[config.mk]
export PLATFORM = sky130hd
export DESIGN_NAME = adc_lvds_frame_aligner
export DESIGN_NICKNAME = d
export VERILOG_FILES = /design/src/rtl/adc_lvds_frame_aligner.sv
export SDC_FILE = /design/constraint.sdc
export NUM_CORES = 1
export LEC_CHECK = 0
export CORE_ASPECT_RATIO = 1.75
export CORE_MARGIN = 2
export CORE_UTILIZATION = 43
export CTS_BUF_LIST = sky130_fd_sc_hd__clkbuf_4 sky130_fd_sc_hd__clkbuf_8
export CTS_CLUSTER_SIZE = 28
export DETAILED_ROUTE_END_ITERATION = 10
export PLACE_DENSITY = 0.92
export RECOVER_POWER = 25
export SETUP_SLACK_MARGIN = 0.02
export SYNTH_ARGS = -nofsm -noshare
export SYNTH_HDL_FRONTEND = slang
export SYNTH_SLANG_ARGS = --single-unit
[constraint.sdc]
create_clock -name CLKDIV -period 4.5 [get_ports CLKDIV]
set_input_delay 1.125 -clock CLKDIV [delete_from_list [all_inputs] [get_ports CLKDIV]]
set_output_delay 1.125 -clock CLKDIV [all_outputs]
set_load 0.02 [all_outputs]
[src/rtl/adc_lvds_frame_aligner.sv]
`default_nettype none
// ============================================================================
// Module   : adc_lvds_frame_aligner
// Function : Frame-lane driven BITSLIP word aligner for multi-lane LVDS ADCs,
//            with lock confirmation, loss-of-lock monitoring and bit reorder.
// Revision : 1.0 - initial release
// ============================================================================
module adc_lvds_frame_aligner #(
   parameter int          NCH       = 8,
   parameter int          WIDTH     = 14,
   parameter logic [13:0] FRAME_PAT = 14'b11111110000000,
   parameter int          SETTLE    = 3,
   parameter int          LOCK_CNT  = 16,
   parameter int          LOSS_CNT  = 4,
   parameter bit          MSB_FIRST = 1'b1
) (
   input  logic                           CLKDIV,
   input  logic                           RST,
   input  logic                           EN,
   input  logic [WIDTH-1:0]               FRAME_Q,
   input  logic [NCH*WIDTH-1:0]           DATA_Q,
   output logic                           BITSLIP,
   output logic [NCH*WIDTH-1:0]           DATA_OUT,
   output logic                           DATA_VALID,
   output logic                           LOCKED,
   output logic                           ALIGN_ERR,
   output logic [$clog2(2*WIDTH+1)-1:0]   SLIP_COUNT
);

   localparam int c_SCW = $clog2(2*WIDTH+1);

   localparam logic [c_SCW-1:0] c_MAX_SLIP    = c_SCW'(2*WIDTH);
   localparam logic [7:0]       c_LOCK_LAST   = 8'(LOCK_CNT - 1);
   localparam logic [7:0]       c_LOSS_LAST   = 8'(LOSS_CNT - 1);
   localparam logic [3:0]       c_SETTLE_LAST = 4'(SETTLE - 1);

   localparam logic [2:0] c_S_IDLE   = 3'd0;
   localparam logic [2:0] c_S_CHECK  = 3'd1;
   localparam logic [2:0] c_S_SLIP   = 3'd2;
   localparam logic [2:0] c_S_WAIT   = 3'd3;
   localparam logic [2:0] c_S_VERIFY = 3'd4;
   localparam logic [2:0] c_S_LOCKED = 3'd5;
   localparam logic [2:0] c_S_FAIL   = 3'd6;

   logic [2:0]           r_state;
   logic [c_SCW-1:0]     r_slip_cnt;
   logic [7:0]           r_match_cnt;
   logic [7:0]           r_miss_cnt;
   logic [3:0]           r_wait_cnt;
   logic                 r_bitslip;
   logic [NCH*WIDTH-1:0] r_data_out;
   logic                 r_data_valid;

   logic [2:0]           w_state_nx;
   logic [c_SCW-1:0]     w_slip_nx;
   logic [7:0]           w_match_nx;
   logic [7:0]           w_miss_nx;
   logic [3:0]           w_wait_nx;
   logic [WIDTH-1:0]     w_frame_ro;
   logic [NCH*WIDTH-1:0] w_data_ro;
   logic                 w_match;
   logic                 w_slip_exhausted;

   // Bit i of the reordered word comes from bit WIDTH-1-i when MSB_FIRST is set
   genvar gi, gn;
   generate
      for (gi = 0; gi < WIDTH; gi++) begin : g_frame_bit
         assign w_frame_ro[gi] = MSB_FIRST ? FRAME_Q[WIDTH-1-gi] : FRAME_Q[gi];
      end
      for (gn = 0; gn < NCH; gn++) begin : g_lane
         for (gi = 0; gi < WIDTH; gi++) begin : g_bit
            assign w_data_ro[gn*WIDTH + gi] = MSB_FIRST ? DATA_Q[gn*WIDTH + WIDTH-1-gi]
                                                        : DATA_Q[gn*WIDTH + gi];
         end
      end
   endgenerate

   assign w_match          = (w_frame_ro == FRAME_PAT[WIDTH-1:0]);
   assign w_slip_exhausted = (r_slip_cnt == c_MAX_SLIP);

   always_comb begin
      w_state_nx = r_state;
      w_slip_nx  = r_slip_cnt;
      w_match_nx = r_match_cnt;
      w_miss_nx  = r_miss_cnt;
      w_wait_nx  = r_wait_cnt;
      if (!EN) begin
         w_state_nx = c_S_IDLE;
         w_slip_nx  = '0;
         w_match_nx = '0;
         w_miss_nx  = '0;
         w_wait_nx  = '0;
      end else begin
         case (r_state)
            c_S_IDLE: begin
               w_slip_nx  = '0;
               w_match_nx = '0;
               w_miss_nx  = '0;
               w_wait_nx  = '0;
               w_state_nx = c_S_CHECK;
            end
            c_S_CHECK: begin
               if (w_match) begin
                  w_match_nx = 8'd1;
                  w_state_nx = c_S_VERIFY;
               end else begin
                  w_state_nx = w_slip_exhausted ? c_S_FAIL : c_S_SLIP;
               end
            end
            c_S_SLIP: begin
               if (!w_slip_exhausted) begin
                  w_slip_nx = r_slip_cnt + 1'b1;
               end
               w_wait_nx  = '0;
               w_state_nx = c_S_WAIT;
            end
            c_S_WAIT: begin
               if (r_wait_cnt == c_SETTLE_LAST) begin
                  w_wait_nx  = '0;
                  w_state_nx = c_S_CHECK;
               end else begin
                  w_wait_nx = r_wait_cnt + 1'b1;
               end
            end
            c_S_VERIFY: begin
               if (w_match) begin
                  w_match_nx = r_match_cnt + 1'b1;
                  if (r_match_cnt == c_LOCK_LAST) begin
                     w_miss_nx  = '0;
                     w_state_nx = c_S_LOCKED;
                  end
               end else begin
                  w_match_nx = '0;
                  w_state_nx = w_slip_exhausted ? c_S_FAIL : c_S_SLIP;
               end
            end
            c_S_LOCKED: begin
               if (w_match) begin
                  w_miss_nx = '0;
               end else if (r_miss_cnt == c_LOSS_LAST) begin
                  // Lock lost: a fresh search starts with a clean slip budget
                  w_miss_nx  = '0;
                  w_slip_nx  = '0;
                  w_match_nx = '0;
                  w_state_nx = c_S_CHECK;
               end else begin
                  w_miss_nx = r_miss_cnt + 1'b1;
               end
            end
            c_S_FAIL: begin
               w_state_nx = c_S_FAIL;
            end
            default: begin
               w_state_nx = c_S_IDLE;
            end
         endcase
      end
   end

   always_ff @(posedge CLKDIV) begin
      if (RST) begin
         r_state      <= c_S_IDLE;
         r_slip_cnt   <= '0;
         r_match_cnt  <= '0;
         r_miss_cnt   <= '0;
         r_wait_cnt   <= '0;
         r_bitslip    <= 1'b0;
         r_data_out   <= '0;
         r_data_valid <= 1'b0;
      end else begin
         r_state      <= w_state_nx;
         r_slip_cnt   <= w_slip_nx;
         r_match_cnt  <= w_match_nx;
         r_miss_cnt   <= w_miss_nx;
         r_wait_cnt   <= w_wait_nx;
         // Registered so the pulse is high exactly during the SLIP-state cycle
         r_bitslip    <= (w_state_nx == c_S_SLIP);
         r_data_out   <= w_data_ro;
         r_data_valid <= (r_state == c_S_LOCKED);
      end
   end

   assign BITSLIP    = r_bitslip;
   assign DATA_OUT   = r_data_out;
   assign DATA_VALID = r_data_valid;
   assign LOCKED     = (r_state == c_S_LOCKED);
   assign ALIGN_ERR  = (r_state == c_S_FAIL);
   assign SLIP_COUNT = r_slip_cnt;

endmodule
`default_nettype wire
-- Word level (Yosys, flattened, before mapping)
Index checks and enable logic that the tools add are counted.
- add/subtract/negate cells: 4
- multiplexer cells: 25
- bitwise operators: 1
- eq/ne operators: 18
- reduce and logical (&&, ||, !) cells: 10
- operators with widths (kind ; count):
    $mux 8 ; 8
    $pmux 8 s4 ; 1
    $mux 3 ; 8
    $pmux 8 s3 ; 1
    $pmux 3 s7 ; 1
    $add 8x1->8 const B ; 2
    $mux 5 ; 3
    $pmux 5 s3 ; 1
    $eq 14x14->1 const B ; 1
    $ne 2x2->1 const B ; 5
    $eq 3x2->1 const B ; 3
    $eq 3x3->1 const B ; 3
    $eq 8x2->1 const B ; 1
    $eq 8x4->1 const B ; 1
    $pmux 4 s2 ; 1
    $reduce_and 4->1 ; 2
    $reduce_bool 3->1 ; 2
    $add 5x1->5 const B ; 1
    $eq 5x5->1 const B ; 1
    $add 4x1->4 const B ; 1
    $eq 4x2->1 const B ; 1
    $mux 4 ; 1
    $reduce_bool 4->1 ; 1
    $reduce_or 2->1 ; 2
    6 further kinds ; 6
- output and inout bits: 121
- input port bits: 129
- logic and storage cells: 66
- register bits after elaboration: 142

-- Depth between registers and ports, before layout
- depth after elaboration: 6
- depth in mapped cells: 7
- depth with buffers taken out: 7

-- Least setup slack after synthesis
OpenSTA, ideal clock, no wires.
- path kind: input-to-reg
- from: input FRAME_Q[12]
- to: register r_match_cnt[6]
- setup time: 0.135 ns
- buffers on the path: 1
- data arrival time: 2.794 ns
- stages on the path: 6
- path slack: 1.571 ns
- data required time: 4.365 ns
- cell sequence: or4_4 or4_1 buf_2 a211oi_2 or4_1 a21oi_1
- longest elaborated chain between the ends: 3
- elaborated cells on any way between the ends: 6
- classes of those cells: 3 x eq/ne; 2 x mux; 1 x reduce/logical
- RTL lines (item ; line ; RTL):
    start: declaration ; 20 ; input logic [WIDTH-1:0] FRAME_Q,
    $eq 14x14->1 (*) ; 78 ; assign w_match = (w_frame_ro == FRAME_PAT[WIDTH-1:0]);
    $mux 8 / $ne 2x2->1 (equally long branches) ; -- ;
    $pmux 8 s4 / $reduce_and 4->1 (equally long branches) ; -- ;
    end signal: assignment ; 173 ; r_match_cnt <= w_match_nx;
    end: declaration ; 47 ; logic [7:0] r_match_cnt;
Every way passes the cells marked *; elsewhere a longest branch is shown, timed or not.
A chain may end at the register's enable or synchronous reset.

-- Worst setup path in the final report
- from: register r_state[1]
- to: output LOCKED
- longest elaborated chain between the ends: 1
- RTL lines (item ; line ; RTL):
    start: declaration ; 45 ; logic [2:0] r_state;
    start signal: assignment ; 162 ; r_state <= c_S_IDLE;
    start signal: assignment ; 171 ; r_state <= w_state_nx;
    $eq 3x3->1 ; 186 ; assign LOCKED = (r_state == c_S_LOCKED);
    end: declaration ; 25 ; output logic LOCKED,
No other way between the ends.

==> impl_metrics.py <==
metrics = {
    "status": {
        "status": "complete, but fails checks",
        "violations": "design-rule violations, max-capacitance violations, max-slew violations",
    },
    "timing": {
        "finalSetupTns_ns": 0,
        "final_max_slew_viol_count": 61,
        "skew_ns": 0.0113,
        "fmax_ghz": 0.296,
        "grt_setup_unrepaired": "no",
        "worst_pin_slew_ns": 2.37,
        "maxSlewHeadroom_pct": -57.8,
        "finalCriticalPeriod_ns": 3.38,
        "fin_crit_sh_pct": 75.1,
        "setup_viol": 0,
        "finalHoldViolations": 0,
    },
    "floorplanning": {
        "core_mm2": 0.0107,
        "die_h_um": 142,
        "die-area_mm2": 0.0118,
        "die_x_um": 83.1,
        "start_util_pct": 44.0,
        "num_rows": 50,
        "io_pins": 250,
    },
    "drt": {
        "firstDrtPassIters": 8,
        "vias_per_cell": 5.01,
        "ant_nets": 0,
        "drc": 1,
        "routed_wl_mm": 14.3,
        "wl_per_cell_um": 17.1,
        "vias": 4201,
        "drt_iter0_markers": 222,
    },
    "clock_network": {
        "cts_sinks": 142,
        "cts_tree": "built",
        "cts_made_buffers": 17,
        "clock_tree.root_cell": "clkbuf_8",
        "cts_hold_buf": 0,
        "clk_path_buf_depth": 2,
        "clk_pin_slew_ns": 0.08,
        "cts_resized": 0,
        "htreeDepth": 4,
        "cts_setup_buffers": 0,
        "clock_latency_ns": 0.42,
    },
    "critical_path": {
        "crit_arrival_ns": 2.26,
        "crit_path_end_kind": "primary output",
        "r2r_slack_ns": 2.03,
        "path_class": "flop to primary output",
        "path_max_fanout": 28,
        "startpoint_type": "flop",
        "worstPathRequired_ns": 3.38,
    },
    "hold_path": {
        "hp-class": "flop to flop",
    },
    "finish": {
        "n_antenna_cell": 0,
        "layout_commonest_cell": "clkdlybuf4s50_1",
        "fillers": 705,
        "drive_above_1_share_pct": 6.35,
        "final_cell_mix": "clkdlybuf4s50_1, dfxtp_1, nor2b_1",
        "register_area_mm2": 0.00284,
        "area_growth_pct": 64.6,
        "multi_input_area_mm2": 0.00176,
        "nets": 831,
    },
    "power_and_ir_drop": {
        "power_mw": 2.83,
        "p_leak_nw": 2.92,
        "power_density_mw_per_mm2": 366,
        "vdd_ir_drop_max_v": 0.000353,
    },
    "grt": {
        "grt_pass1_vias": 4459,
        "grt_pass1_wl_mm": 21.9,
        "grt_usage_pct": 23.9,
        "antenna_found_initial": 1,
        "grt.overflow.total": 0,
        "grt_max_degree": 61,
    },
    "yosys": {
        "synth_edf_count": 0,
        "netlist_instances": 446,
        "yosys_warnings": 0,
        "ys_seq_elements": 142,
        "syn_area_per_cell_um2": 10.6,
        "mappedNetlistArea_mm2": 0.00471,
        "ys_seq_area_share_pct": 60.4,
        "syn_nets": 581,
        "ys_async_sr_fraction_pct": 0,
        "synth_ff_type": "dfxtp_1",
        "synth.distinct_cells": 48,
    },
    "placed_design": {
        "hpwl_mm": 11.3,
        "gp_congestion": 0.844,
        "io_buffers": 249,
    },
    "flow_run": {
        "cap_violations": 1,
    },
}
kinds of logic after synthesis:
logic type | synth area share [%]
adder cells (fa/ha/maj) | 1.60
flip-flops | 60.4
AND/OR/NAND/NOR | 26.9
buffers and inverters | 2.26
AO/OA/AOI/OAI | 7.76
multiplexers | 0.851
XOR/XNOR | 0.186
per-stage QoR:
stage / cells / util (%) / setup WS [ns] / cell area [um^2] / hold slack (ns)
floorplan: 446 / - / 1.57 / 4710 / 0.447
global placement: 807 / 68.2 / 1.02 / 7290 / 0.465
detailed placement: 807 / 68.2 / 0.961 / 7290 / 0.498
CTS: 839 / 72.4 / 1.14 / 7750 / 0.512
global route: 839 / 72.4 / 0.899 / 7740 / 0.543
finish: 839 / 72.4 / 1.12 / 7740 / 0.516
synthesized netlist by cell type, types with 7 or more instances:
cell / count / area (um^2)
or4_1: 7 / 52.6
nor2b_1: 117 / 732
nor2_1: 18 / 67.6
nand2_1: 11 / 41.3
dfxtp_1: 142 / 2840
nor3_1: 10 / 50.1
a21oi_1: 19 / 95.1
inv_1: 9 / 33.8
o21ai_0: 10 / 50.1
clkbuf_1: 16 / 60.1
nand4_1: 8 / 50.1
state kept, by name, summed over array words and instances, names as in the netlist:
| name | count |
|---|---|
| DATA_OUT | 112 |
| r_miss_cnt | 8 |
| r_match_cnt | 8 |
| SLIP_COUNT | 5 |
| r_wait_cnt | 4 |
| BITSLIP | 1 |
| DATA_VALID | 1 |
| r_state | 3 |
report_power, final:
group	leakage, nW	internal [mW]	switching [mW]
Combinational	1.51	0.216	0.154
Clock	0.233	0.655	0.476
Sequential	1.18	1.31	0.0215
Total	2.92	2.18	0.651
path summary, 6_finish.rpt:
check / from / to / cells after the start
worst max-delay path: r_state[1] / LOCKED / 4
worst min-delay path: r_miss_cnt[7] / r_miss_cnt[7] / 2
worst max register to register: r_state[2] / r_match_cnt[6] / 5
worst min register to register: r_miss_cnt[7] / r_miss_cnt[7] / 2
final cells by class:
cell class	count	share of cell area (%)
Multi-Input combinational cell	276	22.7
Tap cell	130	2.10
Timing Repair Buffer	250	32.2
Clock buffer	21	3.57
Sequential cell	142	36.7
Clock inverter	11	2.29
Inverter	9	0.436
worst max-delay path, stage by stage, from the launching register on:
cell,delay [ns]
dfxtp_1,0.91
nor2b_1,0.16
nand2_1,0.18
inv_1,0.05
clkdlybuf4s50_1,0.53
layer usage:
metal  global-route usage (%)  part of all wire (%)  up-vias
li1                         -                     -     2015
met1                     21.3                    32     1917
met2                     45.7                    56      235
met3                     9.80                   8.7       32
met4                     11.3                   2.8        2
met5                        0                 0.084        -
Power figures use the tool's default switching activity.
